`src/rtl/ysyx_pcgen.sv`:
```
// ysyx_pcgen: front-end program-counter generator.
// Offers aligned fetch groups of FETCH_W instructions to the IFU. Redirects
// come from trap, commit flush and branch prediction, in that priority order.
// A small circular return-address stack supplies predicted return targets.
//
// Handshake: a group is transferred on a rising edge where fetch_valid and
// fetch_ready are both high. While fetch_valid is high and fetch_ready is low,
// fetch_pc, fetch_mask and redirect_o hold their values. fetch_valid never
// drops after reset release. A redirect does not insert a bubble; redirect_o
// marks the first group on the new path so the IFU can drop the old one.
module ysyx_pcgen #(
  parameter int                XLEN      = 32,
  parameter logic [XLEN-1:0]   PC_INIT   = 'h8000_0000,
  parameter int                FETCH_W   = 2,
  parameter int                RAS_DEPTH = 4
) (
  input  logic               clk,
  input  logic               rst_n,
  input  logic               trap_valid,
  input  logic [XLEN-1:0]    trap_pc,
  input  logic               flush_valid,
  input  logic [XLEN-1:0]    flush_pc,
  input  logic               bpu_valid,
  input  logic [XLEN-1:0]    bpu_pc,
  input  logic               bpu_use_ras,
  input  logic               ras_push,
  input  logic [XLEN-1:0]    ras_push_addr,
  input  logic               ras_pop,
  input  logic               fetch_ready,
  output logic               fetch_valid,
  output logic [XLEN-1:0]    fetch_pc,
  output logic [FETCH_W-1:0] fetch_mask,
  output logic               redirect_o,
  output logic [XLEN-1:0]    ras_top,
  output logic               ras_empty
);

  localparam int G  = FETCH_W * 4;
  localparam int GB = $clog2(G);
  localparam int PW = (RAS_DEPTH > 1) ? $clog2(RAS_DEPTH) : 1;
  localparam int CW = $clog2(RAS_DEPTH + 1);

  localparam logic [XLEN-1:0] ALIGN_MASK = ~XLEN'(3);
  localparam logic [XLEN-1:0] GROUP_MASK = ~XLEN'(G - 1);
  localparam logic [XLEN-1:0] GROUP_INC  = XLEN'(G);
  localparam logic [CW-1:0]   RAS_FULL   = CW'(RAS_DEPTH);

  // Program counter and fetch-side state
  logic [XLEN-1:0] pc_q, pc_d;
  logic            valid_q;
  logic            redir_q, redir_d;
  logic            hs;
  logic [XLEN-1:0] group_base;
  logic [XLEN-1:0] bpu_tgt;
  logic            kill;

  // Return-address stack state
  logic [XLEN-1:0] ras_mem [RAS_DEPTH];
  logic [PW-1:0]   tp_q, tp_d;
  logic [CW-1:0]   cnt_q, cnt_d;
  logic            wr_en;
  logic [PW-1:0]   wr_idx;

  assign hs         = valid_q & fetch_ready;
  assign group_base = pc_q & GROUP_MASK;
  assign kill       = trap_valid | flush_valid;
  // Prediction reads the top entry as it stands before this cycle's push/pop.
  assign bpu_tgt    = bpu_use_ras ? ras_top : bpu_pc;

  assign fetch_valid = valid_q;
  assign fetch_pc    = pc_q;
  assign redirect_o  = redir_q;
  assign ras_empty   = (cnt_q == '0);
  assign ras_top     = ras_empty ? '0 : ras_mem[tp_q];

  // Slot mask: every slot from the pc's slot index up to the end of the group.
  generate
    if (FETCH_W == 1) begin : g_mask_single
      assign fetch_mask = 1'b1;
    end else begin : g_mask_multi
      logic [GB-3:0] slot;
      assign slot = pc_q[GB-1:2];
      // Set bits at and above the starting slot
      always_comb begin
        fetch_mask = '0;
        for (int i = 0; i < FETCH_W; i++) begin
          fetch_mask[i] = ((GB-2)'(i) >= slot);
        end
      end
    end
  endgenerate

  // Next-pc selection: trap > flush > taken prediction > sequential > hold
  always_comb begin
    pc_d    = pc_q;
    redir_d = redir_q;
    if (!valid_q) begin
      redir_d = 1'b1;
    end
    if (trap_valid) begin
      pc_d    = trap_pc & ALIGN_MASK;
      redir_d = 1'b1;
    end else if (flush_valid) begin
      pc_d    = flush_pc & ALIGN_MASK;
      redir_d = 1'b1;
    end else if (hs && bpu_valid) begin
      pc_d    = bpu_tgt & ALIGN_MASK;
      redir_d = 1'b1;
    end else if (hs) begin
      pc_d    = group_base + GROUP_INC;
      redir_d = 1'b0;
    end
  end

  // Fetch state registers
  always_ff @(posedge clk or negedge rst_n) begin
    if (!rst_n) begin
      pc_q    <= PC_INIT;
      valid_q <= 1'b0;
      redir_q <= 1'b0;
    end else begin
      pc_q    <= pc_d;
      valid_q <= 1'b1;
      redir_q <= redir_d;
    end
  end

  // RAS pointer/count update; push+pop replaces top, full push drops oldest
  always_comb begin
    tp_d   = tp_q;
    cnt_d  = cnt_q;
    wr_en  = 1'b0;
    wr_idx = tp_q;
    if (kill) begin
      cnt_d = '0;
    end else if (ras_push && (!ras_pop || ras_empty)) begin
      tp_d   = tp_q + PW'(1);
      wr_idx = tp_q + PW'(1);
      wr_en  = 1'b1;
      if (cnt_q != RAS_FULL) begin
        cnt_d = cnt_q + CW'(1);
      end
    end else if (ras_push && ras_pop) begin
      wr_en  = 1'b1;
      wr_idx = tp_q;
    end else if (ras_pop && !ras_empty) begin
      tp_d  = tp_q - PW'(1);
      cnt_d = cnt_q - CW'(1);
    end
  end

  // RAS pointer and count registers
  always_ff @(posedge clk or negedge rst_n) begin
    if (!rst_n) begin
      tp_q  <= '0;
      cnt_q <= '0;
    end else begin
      tp_q  <= tp_d;
      cnt_q <= cnt_d;
    end
  end

  // RAS storage; contents are qualified by the count so no reset is needed
  always_ff @(posedge clk) begin
    if (wr_en) begin
      ras_mem[wr_idx] <= ras_push_addr;
    end
  end

endmodule
```
`config.mk`:
```
export PLATFORM = sky130hd
export DESIGN_NAME = ysyx_pcgen
export DESIGN_NICKNAME = d
export VERILOG_FILES = /design/src/rtl/ysyx_pcgen.sv
export SDC_FILE = /design/constraint.sdc
export NUM_CORES = 1
export LEC_CHECK = 0
export ABC_AREA = 1
export BUFFER_PORTS_ARGS = -buffer_cell sky130_fd_sc_hd__buf_4
export CAP_MARGIN = 15
export CORE_MARGIN = 4
export CORE_UTILIZATION = 49
export DETAILED_ROUTE_END_ITERATION = 6
export GPL_TIMING_DRIVEN = 0
export PLACE_DENSITY_LB_ADDON = 0.25
export SETUP_SLACK_MARGIN = 0.1
export SKIP_CTS_REPAIR_TIMING = 1
export SLEW_MARGIN = 0
export SYNTH_ARGS = -nofsm -noshare
export SYNTH_HDL_FRONTEND = slang
export SYNTH_SLANG_ARGS = --single-unit
export TNS_END_PERCENT = 50
```
`constraint.sdc`:
```
create_clock -name clk -period 3.57 [get_ports clk]
set_clock_uncertainty 0.2 [all_clocks]
set_input_delay 0.1785 -clock clk [delete_from_list [all_inputs] [get_ports clk]]
set_output_delay 0.1785 -clock clk [all_outputs]
set_load 0.02 [all_outputs]
```
# == Yosys cells after proc, flatten, opt, wreduce, memory -nomap -nowiden ==
# Memories as Yosys holds them, arrays and structs flattened.
# Index checks and enable logic that the tools add are counted.
# totals
ff_bits,39
ramBits,128
in_bits,137
output_inout_bits,69
mem_count,1
# mem_list
memory,depth,width,rd,rd_ports_with_merged_regs,write_ports,line_no,rtl
ras_mem,4,32,1,0,1,58,logic [XLEN-1:0] ras_mem [RAS_DEPTH];
# op_classes
addsub,5
n_lt_le_gt_ge,2
n_eq_ne,5
mux,26
bitwise,3
n_reduce_logical,13
# op_table
op,n
$mux W32,6
$add A32 B4 Y32 const B,1
$mux W3,5
$mux W1,10
$mux W2,5
$ne A3 B3 Y1 const B,2
$reduce_and A3 Y1,2
$ne A5 B3 Y1 const B,1
$logic_and A1 B1 Y1,4
$reduce_bool A4 Y1,1
$add A3 B1 Y3 const B,1
$logic_not A3 Y1,1
$ne A3 B2 Y1 const B,1
$reduce_bool A3 Y1,1
$sub A3 B1 Y3 const B,1
$add A2 B1 Y2 const B,1
$ge A1 B1 Y1 const A,2
$logic_not A1 Y1,2
$ne A2 B2 Y1 const B,1
$reduce_bool A2 Y1,1
$sub A2 B1 Y2 const B,1
$and A1 B1 Y1,1
$logic_or A1 B1 Y1,1
$not A1 Y1,1
$or A1 B1 Y1,1

# == Logic depth before layout (Yosys ltp) ==
# depth
word_depth,7
depth_mapped,12
ltp_nobuf,12

# == Worst setup path before layout ==
# No wires, ideal clock.
# synth_path
path_type,register to register
from,register cnt_q[1]
to,"memory ras_mem[0][0], enable pin"
arrival_ns,2.964
required_time_ns,2.949
setup_slack_ns,-0.015
path_stages_with_launch,10
n_path_buf,0
period_less_slack_ns,3.585
cell_sequence,dfrtp_1 -> nor2_1 -> nand2_1 -> nand2_1 -> nand2_2 -> ha_1 -> or2_2 -> o21ai_0 -> nand2_1 -> nor2_1
# synth_between
elab_chain_len,7
elab_cells_between_ends,9
classes_between,mux (6); reduce/logical (3)
# synth_rtl
element,line_no,rtl
from (decl),60,"logic [CW-1:0] cnt_q, cnt_d;"
from (signal assigned),159,cnt_q <= cnt_d;
$logic_not A3 Y1 *,73,assign ras_empty = (cnt_q == '0);
$logic_or A1 B1 Y1 *,136,end else if (ras_push && (!ras_pop || ras_empty)) begin
$logic_and A1 B1 Y1 *,136,
$mux W1,136,
$mux W1,134,if (kill) begin
$mux W1,165,if (wr_en) begin
$mux W1 (implied by the code),166,ras_mem[wr_idx] <= ras_push_addr;
to (decl),58,
# Every way passes the cells marked *; elsewhere a longest branch is shown, timed or not.

# == Final worst setup path ==
# layout_path
from,register cnt_q[1]
to,"memory ras_mem[2][5], enable pin"
# The elaborated chain is that of the path after synthesis.

==> results.sh <==
export IMPL_status="finished with violations"
export IMPL_failed_checks="hold timing"
export IMPL_antenna_found_initial=0
export IMPL_rsz0062_at_grt="false"
export IMPL_crit_arrival_ns=3.16
export IMPL_io_pins=206
export IMPL_hold_slack_ns=-0.0367
export IMPL_cts_tree="built"
export IMPL_worst_pin_slew_ns=0.684
export IMPL_drtPass1Iterations=5
export IMPL_path_clk_slew_ns=0.07
export IMPL_synth_area_top_cells="edfxtp_1 45%, nand2_1 17%, dfrtp_1 11%, nand3_1 4.2%, nor2_1 4.1%"
export IMPL_grt_overflow=0
export IMPL_dr_wl_met2_um=14200
export IMPL_io_buffers=196
export IMPL_wl_met3_um=2230
export IMPL_cts_root_buf="clkbuf_16"
export IMPL_slew_viol_final=0
export IMPL_ys_ff_latch=165
export IMPL_routed_via_density=5.35
export IMPL_synth_top_area_share_pct=45.3
export IMPL_cp_end_kind="flop"
export IMPL_path_max_fanout=17
export IMPL_synth_most_common_cell="nand2_1"
export IMPL_place_worst_setup_slack_ns=0.393
export IMPL_fp_row_count=47
export IMPL_ys_warn_count=0
export IMPL_area_growth_syn_to_layout_pct=40.5
export IMPL_async_reset_ff_share_pct=22.4
export IMPL_cts_sink_count=165
export IMPL_finalNetCount=1457
export IMPL_cts_buffers=17
export IMPL_n_antenna_cell=0
export IMPL_total_leakage_power_nw=5.44
export IMPL_die_h_um=140
export IMPL_hold_path_class="in -> reg"
export IMPL_ys_seq_area_share_pct=56.3
export IMPL_insertion_delay_ns=0.43
export IMPL_period_share_pct=90.4
export IMPL_post_drt_wl_per_cell_um=18.3
export IMPL_min_period_ns=3.23
export IMPL_p_per_area_nw_per_um2=511
export IMPL_htree_levels=4
export IMPL_synth_area_per_cell_um2=8.47
export IMPL_drt_initial_drc_count=752
export IMPL_fin_total_pwr_mw=6.08
export IMPL_grt_pass1_vias=7689
export IMPL_setup_violations=0
export IMPL_syn_instance_count=1001
export IMPL_start_util_pct=50.6
export IMPL_startpoint_type="flop"
export IMPL_slew_headroom_pct=54.4
export IMPL_synth_distinct_cells=34
export IMPL_critical_path_class="reg -> reg"
export IMPL_layout_drive_gt1_share_pct=22.3
export IMPL_drt_total_wl_um=28400
export IMPL_place_gp_congestion=0.965
export IMPL_via_count=8290
export IMPL_synthFlopType="edfxtp_1"
export IMPL_hold_viol=5
export IMPL_synth_edf_count=128
export IMPL_die_w_um=140
export IMPL_grt_use_total_pct=27.1
export IMPL_grt_pass1_wl_um=41200
export IMPL_fmax_mhz=310
export IMPL_syn_area_um2=8480
export IMPL_crit_required_ns=3.50
export IMPL_synth_common_cells="395 x nand2_1, 128 x edfxtp_1, 93 x nor2_1"
export IMPL_ant_nets=0
export IMPL_place_hpwl_um=20000
export IMPL_drv_cap=0
export IMPL_cts_buffer_depth=2
export IMPL_synth_top_area_cell="edfxtp_1"
export IMPL_dieArea_um2=19500
export IMPL_setup_tns_ns=0
export IMPL_wl_met1_um=11100
export IMPL_placedCellCount=1423
export IMPL_drt_drc_violations_left=0
export IMPL_grt_start_max_net_pins=38
export IMPL_ir_worst_vdd_uv=514
export IMPL_stdcell_count=1550
export IMPL_core_um2=16800
export IMPL_layout_setup_ws_ns=0.341
export IMPL_highest_layer="met4"
==> cell families (layout without fill, tap and decap cells) <==
kind of cell,count (synthesis),count (layout),synth area share [%]
AO/OA/AOI/OAI,97,97,7.70
AND/OR/NAND/NOR,593,593,28.4
other,2,4,0.0886
buffers and inverters,134,461,6.42
flip-flops,165,165,56.3
XOR/XNOR,7,7,0.723
adder cells (fa/ha/maj),3,3,0.443
==> cells in the final DEF, fill, tap and decap left out, types with 2 or more instances in the layout <==
| cell type | Yosys | final |
|---|---|---|
| a21oi_1 | 29 | 29 |
| a22oi_1 | 4 | 4 |
| buf_1 | 3 | 3 |
| buf_16 | 0 | 3 |
| buf_2 | 21 | 21 |
| buf_4 | 4 | 200 |
| bufinv_16 | 0 | 2 |
| clkbuf_1 | 17 | 19 |
| clkbuf_16 | 0 | 17 |
| clkinvlp_4 | 0 | 2 |
| conb_1 | 2 | 4 |
| dfrtp_1 | 36 | 36 |
| dlygate4sd3_1 | 0 | 95 |
| edfxtp_1 | 128 | 128 |
| ha_1 | 3 | 3 |
| inv_1 | 84 | 84 |
| inv_2 | 4 | 4 |
| inv_6 | 0 | 4 |
| inv_8 | 0 | 3 |
| nand2_1 | 395 | 395 |
| nand2_2 | 4 | 4 |
| nand3_1 | 72 | 72 |
| nand4_1 | 20 | 20 |
| nor2_1 | 93 | 89 |
| nor2_4 | 2 | 6 |
| nor3_1 | 3 | 3 |
| o21ai_0 | 24 | 24 |
| o21ai_1 | 7 | 7 |
| o21bai_1 | 2 | 2 |
| o221a_2 | 22 | 22 |
| o22ai_1 | 6 | 6 |
| or2_2 | 2 | 2 |
| xnor2_1 | 2 | 2 |
| xor2_1 | 5 | 5 |
==> sequential cells by signal, summed over array words and instances (netlist names) <==
name,count
fetch_pc,30
fetch_valid,1
tp_q,2
redirect_o,1
ras_mem,128
cnt_q,3
==> layer usage <==
layer | up-vias | track usage (%)
met2 | 425 | 46.4
met4 | 0 | 9.18
met1 | 3859 | 34.2
li1 | 3937 | -
met5 | - | 0
met3 | 69 | 6.24
==> metrics by stage <==
stage	util [%]	instance area, um2
6_report	71.1	11900
5_1_grt	71.1	11900
4_1_cts	65.4	11000
3_5_place_dp	61.9	10400
3_3_place_gp	61.1	10200
2_1_floorplan	-	8490
==> power breakdown <==
| group | switching [mW] | internal [mW] | total (mW) |
|---|---|---|---|
| Sequential | 0.112 | 2.19 | 2.30 |
| Clock | 0.824 | 1.06 | 1.88 |
| Combinational | 1.19 | 0.703 | 1.90 |
| Total | 2.13 | 3.95 | 6.08 |
==> layout make-up <==
cell class              count  area (um2)
multi-input cells         704        3200
plain buffers              45         210
flip-flops and latches    165        4770
clock buffers              19         433
inverters                  89         334
clock inverters            13         165
repair buffers            295        2520
fillers                  1254        4840
well taps                 220         275
==> worst max-delay path, stage by stage (launching register included) <==
cell	delay, ns
dfrtp_1	0.42
nor2_1	0.18
nand2_1	0.17
nand2_1	0.12
nand2_2	0.16
ha_1	0.32
or2_2	0.29
o21ai_0	0.11
nand2_1	0.18
nor2_4	0.54
buf_16	0.24
==> worst paths after layout <==
kind / from / to / slack [ns] / depth (start not counted)
setup / recovery: cnt_q[1] / ras_mem[2][5] / 0.34 / 10
hold / removal: bpu_pc[9] / fetch_pc[9] / -0.04 / 7
setup reg to reg: cnt_q[1] / ras_mem[2][5] / 0.34 / 10
hold reg to reg: fetch_valid / redirect_o / 0.29 / 1
max in group asynchronous: rst_n / fetch_pc[31] / 2.73 / 2
min in group asynchronous: rst_n / fetch_pc[27] / 0.06 / 2
Note: power is estimated with default switching activity, not from simulation.
